$ cat src/rtl/bin_magnitude.sv
// Sweeps the SDFT bin arrays once per start pulse and writes an alpha-max/beta-min
// magnitude estimate of every bin, scaled and saturated, into the frequency BRAM.
module bin_magnitude #(
  parameter int freq_bins = 16,
  parameter int bin_w     = 16,
  parameter int data_w    = 8,
  parameter int addr_w    = 8,
  parameter int shift     = 1
) (
  input  logic                         clk,
  input  logic                         reset,
  input  logic                         start,
  output logic [$clog2(freq_bins)-1:0] bin_addr,
  input  logic signed [bin_w-1:0]      bin_real,
  input  logic signed [bin_w-1:0]      bin_imag,
  output logic                         w_en,
  output logic [addr_w-1:0]            w_addr,
  output logic [data_w-1:0]            d_out,
  output logic                         busy,
  output logic                         done
);

  localparam int kw = $clog2(freq_bins);
  localparam logic [kw-1:0] last_k = kw'(freq_bins - 1);
  localparam logic [bin_w+1:0] sat_max = (bin_w + 2)'((64'd1 << data_w) - 64'd1);

  typedef enum logic [2:0] {IDLE, FETCH, CALC, WRITE, DONE} state_t;

  state_t              state;
  state_t              state_next;
  logic [kw-1:0]       k;
  logic [kw-1:0]       k_next;
  logic [bin_w+1:0]    mag;
  logic [bin_w+1:0]    mag_calc;
  logic [bin_w+1:0]    scaled;
  logic [data_w-1:0]   sat_val;
  logic signed [bin_w:0] re_ext;
  logic signed [bin_w:0] im_ext;
  logic [bin_w:0]      re_abs;
  logic [bin_w:0]      im_abs;
  logic [bin_w:0]      mag_max;
  logic [bin_w:0]      mag_min;

  // One extra bit keeps |-2^(bin_w-1)| representable; one more holds max + min/2.
  always_comb begin
    re_ext   = bin_real;
    im_ext   = bin_imag;
    re_abs   = re_ext[bin_w] ? $unsigned(-re_ext) : $unsigned(re_ext);
    im_abs   = im_ext[bin_w] ? $unsigned(-im_ext) : $unsigned(im_ext);
    mag_max  = (re_abs >= im_abs) ? re_abs : im_abs;
    mag_min  = (re_abs >= im_abs) ? im_abs : re_abs;
    mag_calc = {1'b0, mag_max} + ({1'b0, mag_min} >> 1);
    scaled   = mag >> shift;
    sat_val  = (scaled > sat_max) ? {data_w{1'b1}} : scaled[data_w-1:0];
  end

  always_ff @(posedge clk) begin
    if (reset) begin
      state <= IDLE;
      k     <= '0;
      mag   <= '0;
    end else begin
      state <= state_next;
      k     <= k_next;
      if (state == CALC) mag <= mag_calc;
    end
  end

  // k only moves on entry to a sweep or after a write, so bin_addr = k holds outside FETCH.
  always_comb begin
    state_next = state;
    k_next     = k;
    case (state)
      IDLE: begin
        if (start) begin
          state_next = FETCH;
          k_next     = '0;
        end
      end
      FETCH: state_next = CALC;
      CALC:  state_next = WRITE;
      WRITE: begin
        if (k == last_k) begin
          state_next = DONE;
        end else begin
          state_next = FETCH;
          k_next     = k + 1'b1;
        end
      end
      DONE:    state_next = IDLE;
      default: state_next = IDLE;
    endcase
  end

  always_comb begin
    bin_addr = k;
    busy     = (state != IDLE);
    done     = (state == DONE);
    w_en     = (state == WRITE);
    w_addr   = w_en ? addr_w'(k) : '0;
    d_out    = w_en ? sat_val : '0;
  end

endmodule

$ cat config.mk
export PLATFORM = sky130hd
export DESIGN_NAME = bin_magnitude
export DESIGN_NICKNAME = d
export VERILOG_FILES = /design/src/rtl/bin_magnitude.sv
export SDC_FILE = /design/constraint.sdc
export NUM_CORES = 1
export LEC_CHECK = 0
export BUFFER_PORTS_ARGS = -buffer_cell sky130_fd_sc_hd__buf_2
export CAP_MARGIN = 20
export CORE_AREA = 2 2 81 83
export DETAILED_ROUTE_END_ITERATION = 16
export DIE_AREA = 0 0 83 85
export PLACE_DENSITY_LB_ADDON = 0.1
export SLEW_MARGIN = 20
export SYNTH_ARGS = -nofsm -noshare
export SYNTH_HDL_FRONTEND = slang
export SYNTH_SLANG_ARGS = --single-unit
$ cat constraint.sdc
create_clock -name clk -period 5.7 [get_ports clk]
set_clock_uncertainty 0.05 [all_clocks]
set_input_delay 0.57 -clock clk [delete_from_list [all_inputs] [get_ports clk]]
set_output_delay 0.57 -clock clk [all_outputs]
set_load 0.01 [all_outputs]
Word-level counts from Yosys, hierarchy flattened
Index checks and enable logic that the tools add are counted.

Flip-flop bits (word level): 25. Input bits: 35. Output and inout bits: 23. Word-level logic and storage cells: 33.

Add/subtract/negate cells: 4. Order comparisons: 2. Equality and inequality tests: 7. Muxes and demuxes: 13. Reductions and logical operators: 4.

Operators by type and width (number): $mux 17 (4); $neg 16->17 (2); $add 17x16->18 (1); $ge 17x17->1 (1); $gt 17x8->1 const B (1); $mux 8 (2); $mux 4 (3); $pmux 3 s4 (1); $pmux 4 s2 (1); $eq 3x2->1 const B (2); $mux 3 (2); $add 4x1->4 const B (1); $eq 4x4->1 const B (1); $ne 2x2->1 const B (2); $eq 3x1->1 const B (1); $eq 3x3->1 const B (1); $logic_not 3->1 (1); $reduce_and 3->1 (1); $reduce_bool 3->1 (1); $reduce_bool 2->1 (1).

Logic depth before layout (Yosys ltp)
Gate-level depths: netlist of the first run.

Depth in word-level cells: 5. Depth in mapped cells: 25. Depth with buffers taken out: 24.

Least setup slack after synthesis of the first run
No wires, ideal clock.

Path type: input-to-reg. Start point: in bin_real[6]. End point: reg mag[14]. Setup time: 0.120 ns. Arrival time: 5.669 ns. Data required time: 5.530 ns. Path slack: -0.138 ns. Stages: 23. Cell sequence: or4_4 -> or3_4 -> or4_4 -> o21ai_1 -> xor2_1 -> inv_1 -> ha_1 -> a21oi_1 -> o21ai_0 -> a211o_1 -> a21oi_1 -> buf_2 -> mux2i_1 -> inv_1 -> fa_1 -> nor2b_1 -> o31ai_1 -> a21oi_1 -> o21ai_0 -> o21ai_0 -> a31o_2 -> nor4b_1 -> a211o_1.

Longest elaborated chain between the ends: 5.

RTL lines: start, declared (RTL line 14) `input logic signed [bin_w-1:0] bin_real,`; $neg 16->17 (RTL line 48) `re_abs = re_ext[bin_w] ? $unsigned(-re_ext) : $unsigned(re_ext);`; $mux 17 * (RTL line 48); $ge 17x17->1 (RTL line 50, 51); $mux 17 (on tied branches) (RTL line 50, 51); $add 17x16->18 * (RTL line 52) `mag_calc = {1'b0, mag_max} + ({1'b0, mag_min} >> 1);`; end signal, assigned (RTL line 65) `if (state == CALC) mag <= mag_calc;`; end, declared (RTL line 33) `logic [bin_w+1:0] mag;`.

Every way passes the cells marked *; elsewhere a longest branch is shown, timed or not. A chain may end at the register's enable or synchronous reset.

Worst setup path in the final report of the first run
Start point: in bin_real[6]. End point: reg mag[15].

Same word-level chain as after synthesis.

==> reports/metrics.yaml, run 1 <==
global_route:
  overflow: 0
  grt_pass1_wl_mm: 13.0
  grt_max_degree: 28
  first_global_vias: 3015
  grt_usage_pct: 21.2
  antenna_found_initial: 0
logic_synthesis:
  synth_seq_cells: 24
  synth_top_area_cell: "dfxtp_1"
  synth.most_common_cell: "a21oi_1"
  synth_cell_types: 53
  synthTopCellsByCount: "44 x a21oi_1, 40 x nand2_1, 35 x ha_1"
  synthesis.area_um2: 3150
  async_flop_share_pct: 0
  netlist_instances: 426
  synth_edf_count: 0
  avgSynthCellArea_um2: 7.40
  synth-seq-area-share_pct: 15.3
  synth_warnings: 0
  ys.flop_type: "dfxtp_1"
  yosysTopAreaCellShare_pct: 15.3
  netlist_top_cells_area: "dfxtp_1 15%, ha_1 14%, a21oi_1 7.0%"
pwr:
  p_seq_share_pct: 19.8
  p_int_mw: 0.590
  p_switching_mw: 0.449
  power_frac_comb_pct: 69.2
  power_leakage_nw: 1.90
  vdd_ir_drop_max_mv: 0.163
  swShare_pct: 43.2
  clkPwrFrac_pct: 11.0
  power_density_nw_per_um2: 263
final_layout:
  drive_gt1_share_pct: 23.6
  layout.nets: 589
  post-route-util_pct: 63.6
  nFillCells: 571
  antennaDiodeCount: 0
  finalNonFillerCells: 594
  final_area_um2: 3950
  area.growth.synth_to_final_pct: 25.2
detailed_routing:
  vias_per_cell: 5.50
  drc: 0
  drt_iter0_drc: 138
  routed_wl_mm: 7.63
  detail_route.first_pass.iterations: 4
  drt-wirelength-per-cell_um: 12.8
  vias: 3268
  ant_nets: 0
cts:
  clkTransAtPathRegs_ns: 0.08
  cts.sinks: 24
  cts_tree: "yes"
  cts_root_buf: "clkbuf_8"
  numCtsBuffers: 3
  htreeDepth: 1
  cts_buffer_depth: 2
  insertion_delay_ns: 0.26
  hold_buffers: 0
sta:
  slew_violations: 0
  setup-violations-final: 0
  hold_violations: 0
  post-route-min-period_ns: 5.53
  relSlewSlack_pct: 33.7
  fmax_ghz: 0.181
  hold-worst-slack_ns: 0.411
  worst_slew_pin_slew_ns: 0.991
  finalCritPeriodShare_pct: 97.1
floorplanning:
  dieArea_um2: 7060
  core_um2: 6200
  die_w_um: 83
  die_h_um: 85
  boundaryPins: 58
  initial_core_util_pct: 50.8
  row_count: 29
worst_hold_path:
  hold_path_class: "reg -> reg"
job:
  cap_violations: 0
placed_design:
  port_buffers: 53
  gp_congestion: 0.854
  placed_area_um2: 3760
  hpwl_mm: 6.19
  placed_cells: 583
setup_path:
  critPathCaptureType: "flop"
  critPathLaunchType: "primary input"
  worstPathRequired_ns: 5.81
  critical_path.max_fanout: 8
  slowest_delay_ns: 0.54
  critPathSlowestCell: "or4_4"
  path_class: "in -> reg"
  cp.arrival_ns: 5.64
status:
  outcome: "complete, no violations"
[power groups by stage]
stage          registers [mW]  logic [mW]  clock network, mW
6_report                0.206       0.719              0.115
3_3_place_gp            0.209       0.659                  0
4_1_cts                 0.206       0.676              0.116
3_5_place_dp            0.209       0.671                  0
5_1_grt                 0.209       0.803              0.123
2_1_floorplan           0.204       0.452                  0
[worst max-delay path, delay by kind of cell]
| family | cells | cell delay, ns |
|---|---|---|
| XOR/XNOR | 1 | 0.19 |
| adder cells (fa/ha/maj) | 2 | 0.59 |
| AND/OR/NAND/NOR | 6 | 1.84 |
| AO/OA/AOI/OAI | 9 | 1.54 |
| multiplexers | 1 | 0.18 |
| buffers and inverters | 6 | 0.71 |
[timing repair]
item                       in CTS  in global routing
setup buffers                   0                  6
setup endpoints to repair       1                  6
gates resized for setup         1                 12
cloned                          0                  1
pin swaps                       0                  4
[worst paths after layout]
check                    from     endpoint  slack (ns)  cells past startpoint
setup reg to reg     state[1]  bin_addr[3]        3.54                      7
setup / recovery  bin_real[6]      mag[15]        0.17                     25
hold reg to reg        mag[8]       mag[8]        0.41                      2
hold / removal         mag[8]       mag[8]        0.41                      2
[metal layers]
| layer | part of all wire, % | vias to the layer above | wire length, µm | global-route usage (%) |
|---|---|---|---|---|
| met3 | 2.6 | 6 | 201 | 1.46 |
| li1 | - | 1736 | - | - |
| met1 | 48 | 1464 | 3670 | 27.2 |
| met4 | 1.1 | 0 | 82 | 5.07 |
| met2 | 48 | 62 | 3680 | 38.9 |
| met5 | 0 | - | 0 | 0 |
[area by class of cell]
| class | count | area (µm²) | share of cell area (%) |
|---|---|---|---|
| multi-input combinational | 365 | 2560 | 64.9 |
| timing repair buffer | 100 | 664 | 16.8 |
| sequential | 24 | 480 | 12.2 |
| tap | 77 | 96.3 | 2.44 |
| inverter | 24 | 90.1 | 2.28 |
| clock buffer | 4 | 55.1 | 1.40 |
[flip-flops by register name (all words and copies together), names as in the netlist]
signal and cells:
mag 17, bin_addr 4, state 3
[through the flow]
step / total power [mW] / TNS (ns) / worst slack [ns]
global placement: 0.868 / -0.295 / -0.120
finish: 1.04 / 0 / 0.168
detailed placement: 0.880 / -0.980 / -0.255
global route: 1.14 / -0.00101 / -0.00101
CTS: 0.997 / 0 / 0.0376
floorplan: 0.656 / 0 / 0.0290
[cells by family (layout without fill, tap and decap cells)]
logic type	count (synthesis)	in the layout	share of synthesized area [%]
adders and majority gates	36	36	14.5
DFF	24	24	15.3
and+or+nand+nor	145	145	23.3
other	2	7	0.238
AOI/OAI and AO/OA	124	124	25.5
muxes	21	21	6.79
xor gates and xnor gates	32	32	8.90
buffers and inverters	42	128	5.56
[cells in the final DEF (no fill, tap or decap), drive strengths merged, types with 7 or more instances in the layout]
cell and count:
o21ai 24, ha 35, inv 24, mux2i 21, o31ai 9, a21oi 44, nor2 34, a21o 7
xor2 23, nand2 40, buf 99, xnor2 9, o21a 12, nand3 10, conb 7, and2 7
or3 10, dfxtp 24, nor3 13
Note: power is estimated with default switching activity, not from simulation.
==> run 2, diff against run 1 <==
--- a/config.mk
+++ b/config.mk
@@ -8,6 +8,7 @@
 export BUFFER_PORTS_ARGS = -buffer_cell sky130_fd_sc_hd__buf_2
 export CAP_MARGIN = 20
 export CORE_AREA = 2 2 81 83
+export CTS_BUF_LIST = sky130_fd_sc_hd__clkbuf_4
 export DETAILED_ROUTE_END_ITERATION = 16
 export DIE_AREA = 0 0 83 85
 export PLACE_DENSITY_LB_ADDON = 0.1
==> reports/metrics.yaml, run 2 (synthesis results as in run 1) <==
detailed_routing:
  vias_per_cell: 5.46  # -0.69%
  routed_wl_mm: 7.47  # -2.2%
  drt-wirelength-per-cell_um: 12.6  # -1.7%
  detail_route.first_pass.iterations: 4  # unchanged
  ant_nets: 0  # unchanged
  vias: 3229  # -1.2%
  drt_iter0_drc: 114  # -17%
  drc: 0  # unchanged
floorplanning:
  initial_core_util_pct: 50.8  # unchanged
  dieArea_um2: 7060  # unchanged
  core_um2: 6200  # unchanged
  die_h_um: 85  # unchanged
  die_w_um: 83  # unchanged
  row_count: 29  # unchanged
  boundaryPins: 58  # unchanged
final_layout:
  post-route-util_pct: 62.3  # -1.3 points
  most-common-layout-cells: "53 x buf_2, 42 x a21oi_1, 42 x buf_4"
  largest_register_ffs: 17  # unchanged
  area.growth.synth_to_final_pct: 22.6
  multi_input_area_um2: 2560  # unchanged
  final_area_um2: 3860  # -2.1%
  nFillCells: 583  # +2.1%
  finalNonFillerCells: 591  # -0.51%
  largest_register: "mag"
  antennaDiodeCount: 0  # unchanged
  layout.nets: 586  # -0.51%
  drive_gt1_share_pct: 23.0  # -0.64 points
  seqCellArea_um2: 480  # unchanged
  layout_commonest_cell: "buf_2"
global_route:
  grt_pass1_wl_mm: 13.0  # -0.43%
  grt_usage_pct: 21.1  # -0.12 points
  overflow: 0  # unchanged
  antenna_found_initial: 0  # unchanged
  grt_max_degree: 28  # unchanged
  first_global_vias: 3007  # -0.27%
cts:
  cts_tree: "yes"
  cts_buffer_depth: 2  # unchanged
  insertion_delay_ns: 0.31  # +0.05 ns
  cts.sinks: 24  # unchanged
  numCtsBuffers: 3  # unchanged
  clkTransAtPathRegs_ns: 0.13  # +0.05 ns
  cts_root_buf: "clkbuf_4"
  htreeDepth: 1  # unchanged
worst_hold_path:
  hold_path_class: "reg -> reg"
  min-delay-start: "mag[8]"
sta:
  hold_violations: 0  # unchanged
  post-route-min-period_ns: 5.54  # +0.00862 ns
  worst_slew_pin_slew_ns: 0.990  # -0.00170 ns
  hold-worst-slack_ns: 0.417  # +0.00633 ns
  rsz0062_at_grt: "no"
  fmax_ghz: 0.180  # -0.16%
  finalCritPeriodShare_pct: 97.2  # +0.15 points
  setup-violations-final: 0  # unchanged
  relSlewSlack_pct: 33.8  # +0.11 points
  slew_violations: 0  # unchanged
job:
  cap_violations: 0  # unchanged
setup_path:
  worstPathRequired_ns: 5.86  # +0.05 ns
  cp-startpoint: "bin_real[6]"
  critical_path.max_fanout: 7  # -1
  critPathLaunchType: "primary input"
  r2r-start: "state[1]"
  path_class: "in -> reg"
  critPathCaptureType: "flop"
  cp.arrival_ns: 5.70  # +0.06 ns
placed_design:
  gp_congestion: 0.854  # unchanged
  placed_area_um2: 3760  # unchanged
  placed_cells: 583  # unchanged
  hpwl_mm: 6.19  # unchanged
  port_buffers: 53  # unchanged
pwr:
  power_density_nw_per_um2: 255  # -3.4%
  vdd_ir_drop_max_mv: 0.135  # -17%
  power_leakage_nw: 1.86  # -2.1%
status:
  outcome: "complete, no violations"
-- run 2: report_power, final --
part / switching [mW] / internal [mW] / leakage, nW
logic: 0.376 / 0.326 / 1.65
clock network: 0.0503 / 0.0255 / 0.0154
registers: 0.0155 / 0.190 / 0.195
-- run 2: path summary, 6_finish.rpt --
| check | endpoint | slack, ns | depth (start not counted) |
|---|---|---|---|
| worst max-delay path | mag[15] | 0.16 | 24 |
| worst min-delay path | mag[8] | 0.42 | 2 |
| worst max register to register | bin_addr[3] | 3.53 | 7 |
| worst min register to register | mag[8] | 0.42 | 2 |
-- run 2: layout make-up --
class / count / share of cell area [%]
Clock buffer: 3 / 0.583
Clock inverter: 1 / 0.0972
Inverter: 24 / 2.33
Multi-Input combinational cell: 365 / 66.2
Sequential cell: 24 / 12.4
Tap cell: 77 / 2.49
Timing Repair Buffer: 97 / 15.8
-- run 2: repair_timing --
| action | 4_1_cts | 5_1_grt |
|---|---|---|
| hold buffers | 0 | 0 |
| buffers inserted | 0 | 4 |
| endpoints found under the hold margin | 0 | 0 |
| gates resized for setup | 0 | 13 |
| endpoints found under the setup margin | 0 | 5 |
-- run 2: metal layers --
layer / global-route usage (%) / part of all wire [%]
met5: 0 / 0
met4: 5.07 / 0.84
met3: 1.17 / 2.2
met2: 38.8 / 48
met1: 27.1 / 49
-- run 2: per-stage QoR --
step           total power [mW]  setup slack, ns  TNS (ns)
6_report                  0.984            0.159         0
5_1_grt                    1.08          0.00289         0
4_1_cts                   0.956           0.0461         0
3_5_place_dp              0.880           -0.255    -0.980
3_3_place_gp              0.868           -0.120    -0.295
2_1_floorplan             0.656           0.0290         0
-- run 2: critical path, stage by stage --
cell     delay (ns)
buf_2          0.10
or4_4          0.54
or3_4          0.35
or4_4          0.44
o21ai_2        0.14
xor2_1         0.18
inv_1          0.07
ha_1           0.33
a21oi_1        0.14
o21ai_0        0.10
a211o_1        0.32
a21oi_4        0.32
buf_4          0.18
mux2i_1        0.19
ha_1           0.26
buf_4          0.14
a21oi_1        0.13
buf_4          0.15
nand3_1        0.07
a21o_1         0.21
nand4_1        0.10
a21oi_1        0.06
or3_1          0.35
a32o_1         0.25
==> run 3, diff against run 2 <==
--- a/config.mk
+++ b/config.mk
@@ -12,6 +12,7 @@
 export DETAILED_ROUTE_END_ITERATION = 16
 export DIE_AREA = 0 0 83 85
 export PLACE_DENSITY_LB_ADDON = 0.1
+export SETUP_SLACK_MARGIN = 0.2
 export SLEW_MARGIN = 20
 export SYNTH_ARGS = -nofsm -noshare
 export SYNTH_HDL_FRONTEND = slang
==> reports/metrics.yaml, run 3 (synthesis results as in run 1) <==
status:
  outcome: "complete, no violations"
final_layout:
  layout.nets: 586  # unchanged
  most-common-layout-cells: "53 x buf_2, 39 x nand2_1, 39 x buf_4"
  largest_register_ffs: 17  # unchanged
  drive_gt1_share_pct: 26.7  # +3.7 points
  seqCellArea_um2: 480  # unchanged
  area.growth.synth_to_final_pct: 28.9
  nFillCells: 573  # -1.7%
  multi_input_area_um2: 2690  # +5.0%
  antennaDiodeCount: 0  # unchanged
  largest_register: "mag"
  layout_commonest_cell: "buf_2"
cts:
  cts_root_buf: "clkbuf_4"
  cts_buffer_depth: 2  # unchanged
  numCtsBuffers: 3  # unchanged
  htreeDepth: 1  # unchanged
  cts.sinks: 24  # unchanged
  insertion_delay_ns: 0.32  # about the same
  clkTransAtPathRegs_ns: 0.12  # about the same
  cts_tree: "yes"
  hold_buffers: 0  # unchanged
detailed_routing:
  drc: 0  # unchanged
  drt_iter0_drc: 103  # -9.6%
  vias: 3349  # +3.7%
  vias_per_cell: 5.67  # +3.7%
  detail_route.first_pass.iterations: 5  # +1
  ant_nets: 0  # unchanged
  drt-wirelength-per-cell_um: 13.4  # +6.2%
  routed_wl_mm: 7.93  # +6.2%
setup_path:
  critPathLaunchType: "primary input"
  r2r_cells: 7  # unchanged
  worstPathRequired_ns: 5.87  # about the same
  path_class: "in -> reg"
  r2r_slack_ns: 3.48  # -0.05 ns
  cp.arrival_ns: 5.54  # -0.16 ns
  critical_path.max_fanout: 4  # -3
  critPathCaptureType: "flop"
pwr:
  clkPwrFrac_pct: 11.1  # +3.4 points
  p_switching_mw: 0.487  # +10%
  swShare_pct: 43.5  # -1.4 points
  power_density_nw_per_um2: 276  # +8.2%
  power_frac_comb_pct: 70.6  # -0.8 points
  power_mw: 1.12  # +14%
  p_seq_share_pct: 18.4  # -2.5 points
  power_leakage_nw: 1.92  # +2.9%
  vdd_ir_drop_max_mv: 0.188  # +39%
  p_int_mw: 0.632  # +17%
floorplanning:
  boundaryPins: 58  # unchanged
  die_h_um: 85  # unchanged
  initial_core_util_pct: 50.8  # unchanged
  core_um2: 6200  # unchanged
  dieArea_um2: 7060  # unchanged
  die_w_um: 83  # unchanged
  row_count: 29  # unchanged
worst_hold_path:
  whs_path_depth: 2  # unchanged
  hold_path_class: "reg -> reg"
sta:
  hold_violations: 0  # unchanged
  post-route-min-period_ns: 5.38  # -0.161 ns
  rsz0062_at_grt: "yes"
  setup-violations-final: 0  # unchanged
  tns_ns: 0  # unchanged
  finalCritPeriodShare_pct: 94.4  # -2.8 points
  relSlewSlack_pct: 32.2  # -1.5 points
  worst_slew_pin_slew_ns: 1.01  # +0.0230 ns
  fmax_ghz: 0.186  # +3.0%
  slew_violations: 0  # unchanged
global_route:
  grt_usage_pct: 21.3  # +0.23 points
  antenna_found_initial: 0  # unchanged
  grt_pass1_wl_mm: 13.2  # +1.3%
  overflow: 0  # unchanged
  grt_max_degree: 28  # unchanged
  first_global_vias: 3051  # +1.5%
placed_design:
  port_buffers: 53  # unchanged
  gp_congestion: 0.868  # +1.6%
  hpwl_mm: 6.15  # -0.68%
job:
  cap_violations: 0  # unchanged
-- run 3: cell types whose count changed in the layout (fill, tap and decap cells not counted), moves of 2 or more --
cell | previous run | this run
o21ai_2 | 1 | 3
a21oi_2 | 1 | 9
clkbuf_16 | 0 | 2
o21ai_0 | 20 | 17
buf_4 | 42 | 39
ha_1 | 35 | 33
ha_4 | 0 | 2
mux2i_2 | 2 | 4
mux2i_1 | 19 | 17
a21oi_1 | 42 | 34
-- run 3: what timing repair did --
item                       in CTS  in global routing
gates resized for setup         0                 33
setup endpoints to repair       0                  7
setup buffers                   0                  8
-- run 3: through the flow --
step	area (µm²)	hold WS, ns	cells	worst slack (ns)	util (%)
after CTS	3790	0.414	581	0.290	61.1
after floorplan	3200	0.380	431	0.201	-
after global placement	3740	0.391	577	0.0523	60.3
after global routing	4060	0.436	591	0.128	65.4
final	4060	0.412	591	0.320	65.4
after detailed placement	3740	0.397	577	-0.0248	60.3
-- run 3: layout make-up --
class                   instances  area share, %
multi-input cells             365           66.2
repair buffers                 97           16.1
inverters                      24           2.22
clock inverters                 1          0.740
well taps                      77           2.37
clock buffers                   3          0.555
flip-flops and latches         24           11.8
-- run 3: layer usage --
metal	up-vias	GRT usage (%)	routed length, µm	part of all wire (%)
li1	1715	-	-	-
met1	1558	28.3	3740	47
met2	68	38.9	3910	49
met3	8	0.973	213	2.7
met4	0	3.87	74	0.93
met5	-	0	0	0
-- run 3: final timing paths --
check	from	endpoint
max	bin_real[6]	mag[14]
min reg2reg	mag[12]	mag[12]
max reg2reg	state[1]	bin_addr[3]
min	mag[12]	mag[12]
-- run 3: power groups by stage --
stage | Sequential, mW | Combinational, mW | Clock [mW]
2_1_floorplan | 0.204 | 0.459 | 0
3_3_place_gp | 0.209 | 0.665 | 0
3_5_place_dp | 0.209 | 0.678 | 0
4_1_cts | 0.205 | 0.682 | 0.124
5_1_grt | 0.209 | 0.872 | 0.131
6_report | 0.205 | 0.790 | 0.124
-- run 3: worst max-delay path, stage by stage --
cell     delay (ns)
buf_2          0.11
or4_4          0.52
or3_4          0.36
or4_4          0.45
o21ai_2        0.16
xor2_1         0.18
inv_1          0.10
ha_4           0.23
a21oi_2        0.10
o21ai_1        0.07
a211o_1        0.33
a21oi_4        0.28
mux2i_2        0.28
inv_1          0.09
fa_2           0.42
nor2b_4        0.16
o31ai_4        0.09
a21oi_2        0.20
o21ai_2        0.10
o21ai_2        0.18
a31o_4         0.21
nor4b_4        0.05
a211o_1        0.29
